## config.mk

```make
export PLATFORM = sky130hd
export DESIGN_NAME = sramlike_axi_bridge
export DESIGN_NICKNAME = d
export VERILOG_FILES = /design/src/rtl/sramlike_axi_bridge_pkg.sv /design/src/rtl/sramlike_axi_bridge.sv
export SDC_FILE = /design/constraint.sdc
export NUM_CORES = 1
export LEC_CHECK = 0
export ABC_CLOCK_PERIOD_IN_PS = 3850
export CAP_MARGIN = 20
export CORE_AREA = 2 2 161 163
export CTS_CLUSTER_SIZE = 10
export DETAILED_ROUTE_END_ITERATION = 7
export DIE_AREA = 0 0 163 165
export PLACE_DENSITY_LB_ADDON = 0.3
export SYNTH_ARGS = -nofsm -noshare
export SYNTH_HDL_FRONTEND = slang
export SYNTH_SLANG_ARGS = --single-unit
```

## constraint.sdc

```tcl
create_clock -name clk -period 3.85 [get_ports clk]
set_clock_uncertainty 0.2 [all_clocks]
set_input_delay 0.77 -clock clk [delete_from_list [all_inputs] [get_ports clk]]
set_output_delay 0.77 -clock clk [all_outputs]
set_load 0.005 [all_outputs]
```

## src/rtl/sramlike_axi_bridge_pkg.sv

```systemverilog
// Shared types and constants for the SRAM-like to AXI3 bridge.
package sramlike_axi_bridge_pkg;

  localparam int unsigned ADDR_W = 32;
  localparam int unsigned DATA_W = 32;
  localparam int unsigned ID_W   = 4;

  localparam logic [1:0]      BURST_INCR = 2'b01;
  localparam logic [ID_W-1:0] ID_INST    = 4'd0;
  localparam logic [ID_W-1:0] ID_DATA    = 4'd1;

  typedef enum logic [2:0] {
    ST_IDLE,
    ST_AR,
    ST_R,
    ST_AW,
    ST_B
  } state_e;

  // Request captured on addr_ok and held for the whole transaction.
  typedef struct packed {
    logic              owner_data;
    logic              wr;
    logic [1:0]        size;
    logic [ADDR_W-1:0] addr;
    logic [DATA_W-1:0] wdata;
  } req_t;

  function automatic logic [3:0] size_to_wstrb(input logic [1:0] size,
                                               input logic [1:0] addr_lo);
    logic [3:0] strb;
    case (size)
      2'd0:    strb = 4'b0001 << addr_lo;
      2'd1:    strb = 4'b0011 << addr_lo;
      default: strb = 4'b1111;
    endcase
    return strb;
  endfunction

endpackage

```

## src/rtl/sramlike_axi_bridge.sv

```systemverilog
// Arbitrates instruction/data SRAM-like requests onto one AXI3 master,
// one single-beat transaction in flight at a time, data side has priority.
module sramlike_axi_bridge
  import sramlike_axi_bridge_pkg::*;
(
  input  logic              clk,
  input  logic              rst,

  input  logic              inst_req,
  input  logic              inst_wr,
  input  logic [1:0]        inst_size,
  input  logic [ADDR_W-1:0] inst_addr,
  input  logic [DATA_W-1:0] inst_wdata,
  output logic [DATA_W-1:0] inst_rdata,
  output logic              inst_addr_ok,
  output logic              inst_data_ok,

  input  logic              data_req,
  input  logic              data_wr,
  input  logic [1:0]        data_size,
  input  logic [ADDR_W-1:0] data_addr,
  input  logic [DATA_W-1:0] data_wdata,
  output logic [DATA_W-1:0] data_rdata,
  output logic              data_addr_ok,
  output logic              data_data_ok,

  output logic [ID_W-1:0]   arid,
  output logic [ADDR_W-1:0] araddr,
  output logic [7:0]        arlen,
  output logic [2:0]        arsize,
  output logic [1:0]        arburst,
  output logic [1:0]        arlock,
  output logic [3:0]        arcache,
  output logic [2:0]        arprot,
  output logic              arvalid,
  input  logic              arready,

  input  logic [ID_W-1:0]   rid,
  input  logic [DATA_W-1:0] rdata,
  input  logic [1:0]        rresp,
  input  logic              rlast,
  input  logic              rvalid,
  output logic              rready,

  output logic [ID_W-1:0]   awid,
  output logic [ADDR_W-1:0] awaddr,
  output logic [7:0]        awlen,
  output logic [2:0]        awsize,
  output logic [1:0]        awburst,
  output logic [1:0]        awlock,
  output logic [3:0]        awcache,
  output logic [2:0]        awprot,
  output logic              awvalid,
  input  logic              awready,

  output logic [ID_W-1:0]   wid,
  output logic [DATA_W-1:0] wdata,
  output logic [3:0]        wstrb,
  output logic              wlast,
  output logic              wvalid,
  input  logic              wready,

  input  logic [ID_W-1:0]   bid,
  input  logic [1:0]        bresp,
  input  logic              bvalid,
  output logic              bready
);

  state_e state, state_nxt;
  req_t   req_q, req_nxt;
  logic   aw_done, aw_done_nxt;
  logic   w_done, w_done_nxt;

  // Response ids/status are not needed with a single outstanding transaction.
  logic unused_resp;
  assign unused_resp = &{1'b0, rid, rresp, rlast, bid, bresp};

  assign arlen   = 8'd0;
  assign arburst = BURST_INCR;
  assign arlock  = 2'd0;
  assign arcache = 4'd0;
  assign arprot  = 3'd0;
  assign awlen   = 8'd0;
  assign awburst = BURST_INCR;
  assign awlock  = 2'd0;
  assign awcache = 4'd0;
  assign awprot  = 3'd0;

  // Channel payloads come straight from the latched request, so they hold under backpressure.
  assign arid   = req_q.owner_data ? ID_DATA : ID_INST;
  assign awid   = arid;
  assign wid    = arid;
  assign araddr = req_q.addr;
  assign awaddr = req_q.addr;
  assign arsize = {1'b0, req_q.size};
  assign awsize = {1'b0, req_q.size};
  assign wdata  = req_q.wdata;
  assign wstrb  = size_to_wstrb(req_q.size, req_q.addr[1:0]);
  assign wlast  = wvalid;

  always_ff @(posedge clk) begin
    if (rst) begin
      state   <= ST_IDLE;
      req_q   <= '0;
      aw_done <= 1'b0;
      w_done  <= 1'b0;
    end else begin
      state   <= state_nxt;
      req_q   <= req_nxt;
      aw_done <= aw_done_nxt;
      w_done  <= w_done_nxt;
    end
  end

  always_comb begin
    state_nxt    = state;
    req_nxt      = req_q;
    aw_done_nxt  = aw_done;
    w_done_nxt   = w_done;
    inst_addr_ok = 1'b0;
    inst_data_ok = 1'b0;
    inst_rdata   = '0;
    data_addr_ok = 1'b0;
    data_data_ok = 1'b0;
    data_rdata   = '0;
    arvalid      = 1'b0;
    rready       = 1'b0;
    awvalid      = 1'b0;
    wvalid       = 1'b0;
    bready       = 1'b0;

    if (!rst) begin
      unique case (state)
        ST_IDLE: begin
          aw_done_nxt = 1'b0;
          w_done_nxt  = 1'b0;
          if (data_req) begin
            data_addr_ok = 1'b1;
            req_nxt      = '{owner_data: 1'b1, wr: data_wr, size: data_size,
                             addr: data_addr, wdata: data_wdata};
            state_nxt    = data_wr ? ST_AW : ST_AR;
          end else if (inst_req) begin
            inst_addr_ok = 1'b1;
            req_nxt      = '{owner_data: 1'b0, wr: inst_wr, size: inst_size,
                             addr: inst_addr, wdata: inst_wdata};
            state_nxt    = inst_wr ? ST_AW : ST_AR;
          end
        end
        ST_AR: begin
          arvalid = 1'b1;
          if (arready) state_nxt = ST_R;
        end
        ST_R: begin
          rready = 1'b1;
          if (rvalid) begin
            if (req_q.owner_data) begin
              data_data_ok = 1'b1;
              data_rdata   = rdata;
            end else begin
              inst_data_ok = 1'b1;
              inst_rdata   = rdata;
            end
            state_nxt = ST_IDLE;
          end
        end
        ST_AW: begin
          awvalid = !aw_done;
          wvalid  = !w_done;
          if (awready) aw_done_nxt = 1'b1;
          if (wready)  w_done_nxt  = 1'b1;
          if ((aw_done || awready) && (w_done || wready)) state_nxt = ST_B;
        end
        ST_B: begin
          bready = 1'b1;
          if (bvalid) begin
            data_data_ok = req_q.owner_data;
            inst_data_ok = !req_q.owner_data;
            state_nxt    = ST_IDLE;
          end
        end
        default: state_nxt = ST_IDLE;
      endcase
    end
  end

endmodule

```

### Word level (Yosys, flattened, before mapping)

Index checks and enable logic that the tools add are counted.

* add/sub/neg operators: 0
* multiply operators: 0
* divide/modulo/power cells: 0
* order comparisons: 0
* equality and inequality tests: 12
* shift operators: 2
* muxes and demuxes: 52
* bitwise gates (word level): 0
* reductions and logical operators: 14

Operators with widths (count)
* 2-to-1 mux 32 bit: 8
* 2-to-1 mux 68 bit: 2
* 2-to-1 mux 1 bit: 28
* 2-to-1 mux 3 bit: 6
* case mux 3 bit (5 select lines): 1
* inequality test 2 bit (second input constant): 6
* case mux 1 bit (2 select lines): 4
* case mux 4 bit (2 select lines): 1
* equality test 3 x 2 -> 1 bit (second input constant): 2
* AND reduction 2 bit: 3
* AND reduction 5 bit: 1
* 2-to-1 mux 2 bit: 2
* nonzero test 2 bit: 2
* left shift 1 x 2 -> 4 bit (first input constant): 1
* left shift 2 x 2 -> 4 bit (first input constant): 1
* equality test 3 x 1 -> 1 bit (second input constant): 1
* equality test 3 bit (second input constant): 1
* logical NOT 1 bit: 3
* logical NOT 3 bit: 1
* inequality test 3 bit (second input constant): 1
* equality test 2 x 1 -> 1 bit (second input constant): 1
* logical NOT 2 bit: 1
* logical OR 1 bit: 2
* logical AND 1 bit: 1

* bits in registers: 72
* latch bits: 0
* memory bits (writable): 0
* memory bits (read-only): 0
* input bits: 188
* output and inout port bits: 230
* memories: 0

### Depth between registers and ports, before layout

Gate-level depths: netlist of the first run.

* depth after elaboration: 4
* mapped depth: 6

### Worst setup path after synthesis of the first run

Ideal clock, no wire load.

* path kind: input to output
* start point: in rvalid
* end point: out inst_rdata[13]
* arrival time: 1.654 ns
* slack: 1.226 ns
* stages on the path: 5
* path buffers: 2
* path through: inv_1 or4_1 buf_2 buf_6 nor2_1

* cells in the longest elaborated chain, start to end: 3

RTL lines
* from (decl): RTL line sramlike_axi_bridge.sv:42 `input logic rvalid,`
* 2-to-1 mux 32 bit: RTL line sramlike_axi_bridge.sv:155 `if (rvalid) begin`
* 2-to-1 mux 32 bit: RTL line sramlike_axi_bridge.sv:133 `unique case (state)`
* 2-to-1 mux 32 bit: RTL line sramlike_axi_bridge.sv:132 `if (!rst) begin`
* to (decl): RTL line sramlike_axi_bridge.sv:14 `output logic [DATA_W-1:0] inst_rdata,`

Every way passes these cells.

### Final worst setup path of the first run

* start point: in rvalid
* end point: out inst_rdata[19]

Same word-level chain as after synthesis.

==> reports/metrics.cfg, run 1 <==
[setup_path]
critPathSlowestCell=or4_1
path_max_fanout=32
cp.buffers_inverters=4
start_kind=input port
critPathArrivalTime_ns=2.70
cpMostUsedCell=clkdlybuf4s50_1
critPathCaptureType=primary output
path_delay_family=buffers and inverters
path_cells=clkdlybuf4s50_1, inv_1, or4_1, buf_12, nor2_1, clkdlybuf4s50_1
max_stage_delay_ns=0.52
path_class=in -> out
cp_data_required_time_ns=2.88

[die]
fp.dieH_um=165
dieWidth_um=163
core-area_um2=25000
initial_utilization=0.188
rows=58
dieArea_um2=26900
pin_count=418

[logic_synthesis]
synth_cell_type_count=41
synth_compound_area_frac=0.237
synth_simple_gate_area_frac=0.120
synth.area.top_cells=dfxtp_1, buf_4, mux2i_1
synth-seq-area-share=0.307
async_reset_ff_frac=0
synth_warnings=0
synthXorXnorAreaFrac=0
postSynthAreaPerCell_um2=8.45
synth_area_leader_cell=dfxtp_1
synth_top_area_frac=0.307
synth.area.mux_share=0.141
netlist_area_um2=4700
synth_top_family_by_area=compound AO/OA/AOI/OAI gates
synth-edff-count=0
synth_fa_ha_area_frac=0
synth-seq-cells=72
synth_cells=556
synth_ff_type=dfxtp_1

[clock_network]
cts_hold_buf=0
cts-htree-levels=3
clock-sinks=72
cts_tree=yes
cts_inserted_buffers=9
worstSkewPairLatency_ns=0.33
clk_pin_slew_worst_paths_ns=0.06
cts_resized=0
post_cts_buffers=0
root_buffer=clkbuf_16
cts.path.max_buffers=2

[sta]
worst_pin_slew_ns=0.999
setup_viol=0
max_freq_mhz=273
rsz0062_at_grt=no
slew_violations=0
fin_setup_tns_ns=0
period_share=0.953
timing.hold.ws_ns=0.310
post-route-min-period_ns=3.67
max-slew-margin-rel=0.334
final_hold_viol_count=0

[job]
drv_cap=0

[place]
gp_congestion=0.738
portBuffers=355
place_area_um2=8090
dp_hpwl_um=14100

[global_routing]
gr-usage-all-layers=0.132
grt-ovfl-total=0
grt_pass1_wl_um=27100
grt_max_degree=68
grt_pass1_vias=4622
antenna_found_initial=0

[status]
outcome=completed

[cells_and_area]
nets=1036
stdcell_area_um2=8360
post-route-util=0.334
final_cell_mix=clkdlybuf4s50_1, dfxtp_1, a21oi_1, mux2i_1, nor2_1
final_common_cell=clkdlybuf4s50_1
drive_gt1_frac=0.0821
area_growth_pct=78.1
antennaDiodeCount=0

[power_and_ir_drop]
ir_worst_vdd_uv=179
power_density_nw_per_um2=426
power_mw=3.56
p_leak_nw=3.15

[min_path]
holdCritPathClass=reg -> reg

[drt]
drcViolationCount=0
finalWirelength_um=18900
drt_iter0_markers=108
ant_nets=0
dr.pass1.iters=4
routed_via_density=4.10
num_vias=4849
routedWlPerCell_um=16.0

-- synth_stat cells, types with 3 or more instances --
cell,n
a211oi_1,37
a211oi_2,30
a21oi_1,70
and2b_1,3
buf_2,18
buf_4,90
buf_6,4
clkbuf_1,21
dfxtp_1,72
inv_1,4
mux2i_1,66
nand2_1,33
nand3b_1,3
nor2_1,66
nor2_2,4
nor3_1,5
-- area by class of cell --
| class | count | area [µm²] |
|---|---|---|
| clock inverter | 6 | 43.8 |
| sequential | 72 | 1440 |
| tap | 330 | 413 |
| clock buffer | 10 | 229 |
| timing repair buffer | 368 | 3680 |
| inverter | 5 | 18.8 |
| fill | 2620 | 16700 |
| multi-input combinational | 392 | 2530 |
-- path summary, 6_finish.rpt --
path	startpoint	endpoint	slack (ns)	depth (start not counted)
max	rvalid	inst_rdata[19]	0.18	6
min	w_done	w_done	0.31	2
max reg2reg	state[1]	wdata[7]	1.86	4
min reg2reg	w_done	w_done	0.31	2
-- metal layers --
metal  GRT usage  wire length, µm  share of wire  vias up
li1            -                -              -     2402
met1       0.151             7680           0.41     2200
met2       0.237             9490           0.50      237
met3      0.0447             1570          0.083       10
met4      0.0270              152         0.0080        0
met5           0                0              0        -
-- tightest hold or removal path: cells and delay by family (launching register included) --
| family | cells | cell delay [ns] |
|---|---|---|
| flip-flops | 1 | 0.33 |
| AO/OA/AOI/OAI | 1 | 0.07 |
| buffers and inverters | 1 | 0.05 |
-- cell families after synthesis --
family	Yosys count
other	2
flip-flops	72
AND/OR/NAND/NOR	127
buffers and inverters	139
AO/OA/AOI/OAI	150
multiplexers	66
-- through the flow --
stage / std cells / setup WS (ns)
finish: 1183 / 0.181
global route: 1183 / 0.123
CTS: 1183 / 0.156
detailed placement: 1167 / 0.157
global placement: 1167 / 0.173
floorplan: 603 / 1.23
-- where the power goes --
group          leakage, nW  internal, mW  switching (mW)  total, mW
clock network        0.133         0.439           0.357      0.797
logic                 2.42         0.959           0.711       1.67
registers            0.597         0.931           0.162       1.09
total                 3.15          2.33            1.23       3.56
-- flip-flops by register name, summed over array words and instances, names as in the netlist --
name,count
state,3
w_done,1
wdata,32
araddr,32
arsize,2
req_q,1
aw_done,1
(Power assumes the default switching activity.)
==> run 2: changes to the inputs <==
--- a/config.mk
+++ b/config.mk
@@ -7,10 +7,12 @@
 export LEC_CHECK = 0
 export ABC_CLOCK_PERIOD_IN_PS = 3850
 export CAP_MARGIN = 20
-export CORE_AREA = 2 2 161 163
+export CORE_AREA = 2 2 163 165
+export CTS_CLUSTER_DIAMETER = 40
 export CTS_CLUSTER_SIZE = 10
 export DETAILED_ROUTE_END_ITERATION = 7
-export DIE_AREA = 0 0 163 165
+export DIE_AREA = 0 0 165 167
+export DONT_BUFFER_PORTS = 1
 export PLACE_DENSITY_LB_ADDON = 0.3
 export SYNTH_ARGS = -nofsm -noshare
 export SYNTH_HDL_FRONTEND = slang
==> run 2 against run 1 <==
Against the previous run:
- routed wire length fell by 17%
- clock power rose by 24%
- global-route usage fell by 2.5 points
- hold slack got worse by 0.012 ns
- setup slack improved by 0.85 ns
- total power fell by 17%
- combinational power fell by 52%
- clock-buffer cell count rose by 1
==> reports/metrics.cfg, run 2 (synthesis gave the netlist of run 1 again) <==
[setup_path]
cp_data_required_time_ns=2.88  ; about the same
critPathSlowestCell=or4_1
start_kind=flip-flop
critPathArrivalTime_ns=1.85  ; -0.85 ns
critPathCaptureType=primary output
path_max_fanout=32  ; unchanged
path_class=reg -> out
max_stage_delay_ns=0.40  ; -0.12 ns
path_cells=nand2b_2, or4_1, buf_4, nor2_1
worst_r2r_endpoint=wdata[7]
reg2reg_depth=4  ; unchanged
crit-reg2reg-launch=state[0]
r2r_slack_ns=1.58  ; -0.28 ns

[clock_network]
clock-sinks=72  ; unchanged
clk_pin_slew_worst_paths_ns=0.06  ; about the same
post_cts_buffers=0  ; unchanged
worstSkewPairLatency_ns=0.33  ; about the same
cts_inserted_buffers=9  ; unchanged
cts_hold_buf=0  ; unchanged
cts.path.max_buffers=2  ; unchanged
cts-htree-levels=3  ; unchanged
root_buffer=clkbuf_16
cts_resized=0  ; unchanged
cts_tree=yes

[job]
drv_cap=0  ; unchanged

[sta]
max_freq_mhz=355  ; +30%
rsz0062_at_grt=no
max-slew-margin-rel=0.465  ; +0.131
setup_viol=0  ; unchanged
post-route-min-period_ns=2.82  ; -0.848 ns
fin_setup_tns_ns=0  ; unchanged
slew_violations=0  ; unchanged
final_hold_viol_count=0  ; unchanged
fin_ws_ns=1.03  ; +0.848 ns
worst_pin_slew_ns=0.795  ; -0.204 ns
period_share=0.733  ; -0.220
timing.hold.ws_ns=0.298  ; -0.0119 ns

[power_and_ir_drop]
p_leak_nw=1.81  ; -42%
power_density_nw_per_um2=615  ; +44%
ir_worst_vdd_uv=221  ; +23%

[cells_and_area]
seq_area_um2=1440  ; unchanged
area_growth_pct=2.34
nets=674  ; -35%
final_common_cell=dfxtp_1
multiInputGateArea_um2=2530  ; unchanged
antennaDiodeCount=0  ; unchanged
final_cell_mix=dfxtp_1, a21oi_1, mux2i_1, nor2_1, conb_1
fillers=2907  ; +11%
post-route-util=0.187  ; -0.147
drive_gt1_frac=0.122  ; +0.0401
stdcell_area_um2=4810  ; -43%

[min_path]
worstHoldEndpoint=araddr[9]
hold_depth=1  ; -1
hold_start=rst
holdCritPathClass=in -> reg

[die]
initial_utilization=0.182  ; -0.00529
pin_count=418  ; unchanged
core-area_um2=25800  ; +2.9%
rows=59  ; +1.7%
dieArea_um2=27600  ; +2.5%
fp.dieH_um=167  ; +1.2%
dieWidth_um=165  ; +1.2%

[place]
place_area_um2=4470  ; -45%
portBuffers=0  ; -100%
dp_hpwl_um=11500  ; -19%
preCtsSetupSlack_ns=1.14  ; +0.988 ns
gp_congestion=0.724  ; -2.0%

[global_routing]
grt-ovfl-total=0  ; unchanged
grt_max_degree=76  ; +12%
antenna_found_initial=0  ; unchanged
grt_pass1_vias=3393  ; -27%
gr-usage-all-layers=0.107  ; -0.0247
grt_pass1_wl_um=21700  ; -20%

[drt]
drcViolationCount=0  ; unchanged
drt_iter0_markers=177  ; +64%
finalWirelength_um=15600  ; -17%
ant_nets=0  ; unchanged
dr.pass1.iters=5  ; +1
routed_via_density=4.47  ; +9.0%
num_vias=3691  ; -24%
routedWlPerCell_um=18.9  ; +18%

[status]
outcome=completed

## run 2: metal layers
metal  wire [µm]  GRT usage
met3        1410     0.0366
met1        5900      0.119
met2        8130      0.191
met4         172     0.0314
met5           0          0
## run 2: worst max path at each step
| stage | startpoint | end |
|---|---|---|
| CTS | req_q[67] | inst_rdata[18] |
| global placement | rvalid | inst_rdata[18] |
| finish | state[2] | inst_rdata[26] |
| global route | state[2] | inst_rdata[8] |
| floorplan | rvalid | inst_rdata[13] |
| detailed placement | rvalid | inst_rdata[18] |
## run 2: area by class of cell
type | instances | share of cell area
Clock buffer | 11 | 0.0484
Clock inverter | 5 | 0.0216
Inverter | 5 | 0.00391
Multi-Input combinational cell | 392 | 0.527
Sequential cell | 72 | 0.300
Tap cell | 335 | 0.0872
Timing Repair Buffer | 6 | 0.0120
## run 2: where the power goes
part	switching [mW]	total, mW	internal (mW)
logic	0.492	0.797	0.304
registers	0.238	1.17	0.931
clock network	0.354	0.990	0.636
total	1.08	2.96	1.87
## run 2: metrics by stage
step / power (mW) / cells
6_report: 2.96 / 826
5_1_grt: 3.17 / 826
4_1_cts: 3.03 / 826
3_5_place_dp: 2.00 / 810
3_3_place_gp: 1.99 / 810
2_1_floorplan: 1.96 / 603
## run 2: critical path, delay by kind of cell, from the launching register on
| family | cells | cell delay [ns] |
|---|---|---|
| flip-flops | 1 | 0.39 |
| buffers and inverters | 1 | 0.26 |
| AND/OR/NAND/NOR | 3 | 0.84 |
==> run 3: changes to the inputs <==
--- a/config.mk
+++ b/config.mk
@@ -5,7 +5,7 @@
 export SDC_FILE = /design/constraint.sdc
 export NUM_CORES = 1
 export LEC_CHECK = 0
-export ABC_CLOCK_PERIOD_IN_PS = 3850
+export ABC_CLOCK_PERIOD_IN_PS = 2700
 export CAP_MARGIN = 20
 export CORE_AREA = 2 2 163 165
 export CTS_CLUSTER_DIAMETER = 40
==> constraint.sdc (replaced) <==
create_clock -name clk -period 2.7 [get_ports clk]
set_clock_uncertainty 0.2 [all_clocks]
set_input_delay 0.54 -clock clk [delete_from_list [all_inputs] [get_ports clk]]
set_output_delay 0.54 -clock clk [all_outputs]
set_load 0.005 [all_outputs]
==> run 3 against run 2 <==
Against the previous run:
- sequential power grew 41%
- clock power grew 17%
- global-route usage shrank 0.078 points
- total power grew 37%
- combinational power grew 54%
- die area is the same
- routed wire length shrank 0.56%
- hold slack lost 0.23 ns
- critical path depth is the same
- largest cell class unchanged
==> reports/metrics.cfg, run 3 (synthesis gave the netlist of run 1 again) <==
[setup_path]
max_stage_delay_ns=0.43  ; +0.03 ns
critPathArrivalTime_ns=1.83  ; -0.02 ns
critPathLaunch=state[2]
cp.buffers_inverters=1  ; unchanged
crit-reg2reg-launch=state[0]
start_kind=flip-flop
critPathSlowestCell=or4_1
critPathCaptureType=primary output
path_delay_family=simple AND/OR/NAND/NOR gates
cp_data_required_time_ns=1.96  ; -0.92 ns
path_cells=nand2b_2, or4_1, buf_6, nor2_1
path_max_fanout=32  ; unchanged
path_class=reg -> out

[sta]
slew_violations=0  ; unchanged
post-route-min-period_ns=2.57
max_freq_mhz=389
setup_viol=0  ; unchanged
fin_setup_tns_ns=0  ; unchanged
final_hold_viol_count=0  ; unchanged
period_share=0.953
rsz0062_at_grt=no

[cells_and_area]
multiInputGateArea_um2=2540  ; +0.20%
final_common_cell=dfxtp_1
antennaDiodeCount=0  ; unchanged
nets=689  ; +2.2%
fillers=2893  ; -0.48%
seq_area_um2=1440  ; unchanged
drive_gt1_frac=0.156  ; +0.0339
final_cell_mix=dfxtp_1, a21oi_1, mux2i_1, nor2_1, conb_1
area_growth_pct=4.64
stdcell_area_um2=4910  ; +2.2%

[drt]
finalWirelength_um=15500  ; -0.56%
top_layer=met4
dr_wl_met3_um=1180  ; -16%
routed_via_density=4.39  ; -1.8%
wl_met1_um=6270  ; +6.3%
routedWlPerCell_um=18.5  ; -2.3%
drcViolationCount=0  ; unchanged
dr.pass1.iters=4  ; -1
met2WireLength_um=7920  ; -2.5%
num_vias=3689  ; -0.054%
drt_iter0_markers=157  ; -11%
ant_nets=0  ; unchanged

[global_routing]
antenna_found_initial=0  ; unchanged
gr-usage-all-layers=0.106  ; -0.000776
grt_pass1_wl_um=21900  ; +1.1%
grt_pass1_vias=3496  ; +3.0%
grt-ovfl-total=0  ; unchanged
grt_max_degree=76  ; unchanged

[power_and_ir_drop]
power_density_nw_per_um2=821  ; +34%
p_leak_nw=1.88  ; +3.8%
ir_worst_vdd_uv=229  ; +3.9%

[die]
pin_count=418  ; unchanged
rows=59  ; unchanged
dieArea_um2=27600  ; unchanged
initial_utilization=0.182  ; unchanged
core-area_um2=25800  ; unchanged
dieWidth_um=165  ; unchanged
fp.dieH_um=167  ; unchanged

[clock_network]
cts_inserted_buffers=9  ; unchanged
cts-htree-levels=3  ; unchanged
clock-sinks=72  ; unchanged
root_buffer=clkbuf_16
post_cts_buffers=0  ; unchanged
worstSkewPairLatency_ns=0.34  ; about the same
cts_tree=yes
clk_pin_slew_worst_paths_ns=0.06  ; about the same
cts.path.max_buffers=2  ; unchanged

[status]
outcome=completed

[place]
dp_hpwl_um=11300  ; -1.7%
place_area_um2=4620  ; +3.4%
portBuffers=0  ; unchanged
gp_congestion=0.741  ; +2.3%

[job]
drv_cap=0  ; unchanged

[min_path]
holdCritPathClass=in -> reg
hold_start=rst

run 3: changes by cell type in the layout (fill, tap and decap cells not counted), moves of 2 or more:
cell        before  now
clkinvlp_4       0    2
nor2_1          65   63
buf_4            5   15
clkbuf_1         2    0
nor2_2           4    6
buf_6            0    2
bufinv_16        3    0
buf_12           1    4
run 3: what timing repair did:
item	CTS	global route
hold buffers	0	0
resized for setup	0	4
endpoints found under the setup margin	0	34
run 3: worst paths after layout:
| kind | endpoint | slack (ns) | cells past startpoint |
|---|---|---|---|
| worst max-delay path | inst_rdata[26] | 0.13 | 4 |
| worst min register to register | w_done | 0.31 | 2 |
| worst min-delay path | araddr[10] | 0.07 | 1 |
| worst max register to register | wdata[6] | 1.02 | 4 |
run 3: where the power goes:
part | total (mW) | leakage (nW) | internal [mW] | switching (mW)
registers | 1.65 | 0.597 | 1.33 | 0.320
logic | 1.23 | 1.15 | 0.493 | 0.734
clock network | 1.16 | 0.135 | 0.650 | 0.512
run 3: layout make-up:
type	instances	area share
clock buffers	10	0.0486
clock inverters	6	0.00866
inverters	5	0.00382
multi-input cells	392	0.516
flip-flops and latches	72	0.293
well taps	335	0.0853
repair buffers	21	0.0438
run 3: stage by stage:
| step | util | worst slack (ns) | instances | hold slack, ns | power, mW |
|---|---|---|---|---|---|
| after global routing | 0.191 | 0.00876 | 841 | 0.0319 | 4.32 |
| after global placement | 0.179 | 0.459 | 825 | 0.302 | 2.91 |
| final | 0.191 | 0.126 | 841 | 0.0694 | 4.04 |
| after CTS | 0.190 | 0.0590 | 841 | 0.0336 | 4.14 |
| after detailed placement | 0.179 | 0.444 | 825 | 0.306 | 2.92 |
| after floorplan | - | 0.536 | 603 | 0.285 | 2.80 |
run 3: routing by layer:
metal  track usage  vias up
li1              -     1705
met1         0.120     1726
met2         0.190      248
met3        0.0354       10
met4        0.0272        0
met5             0        -
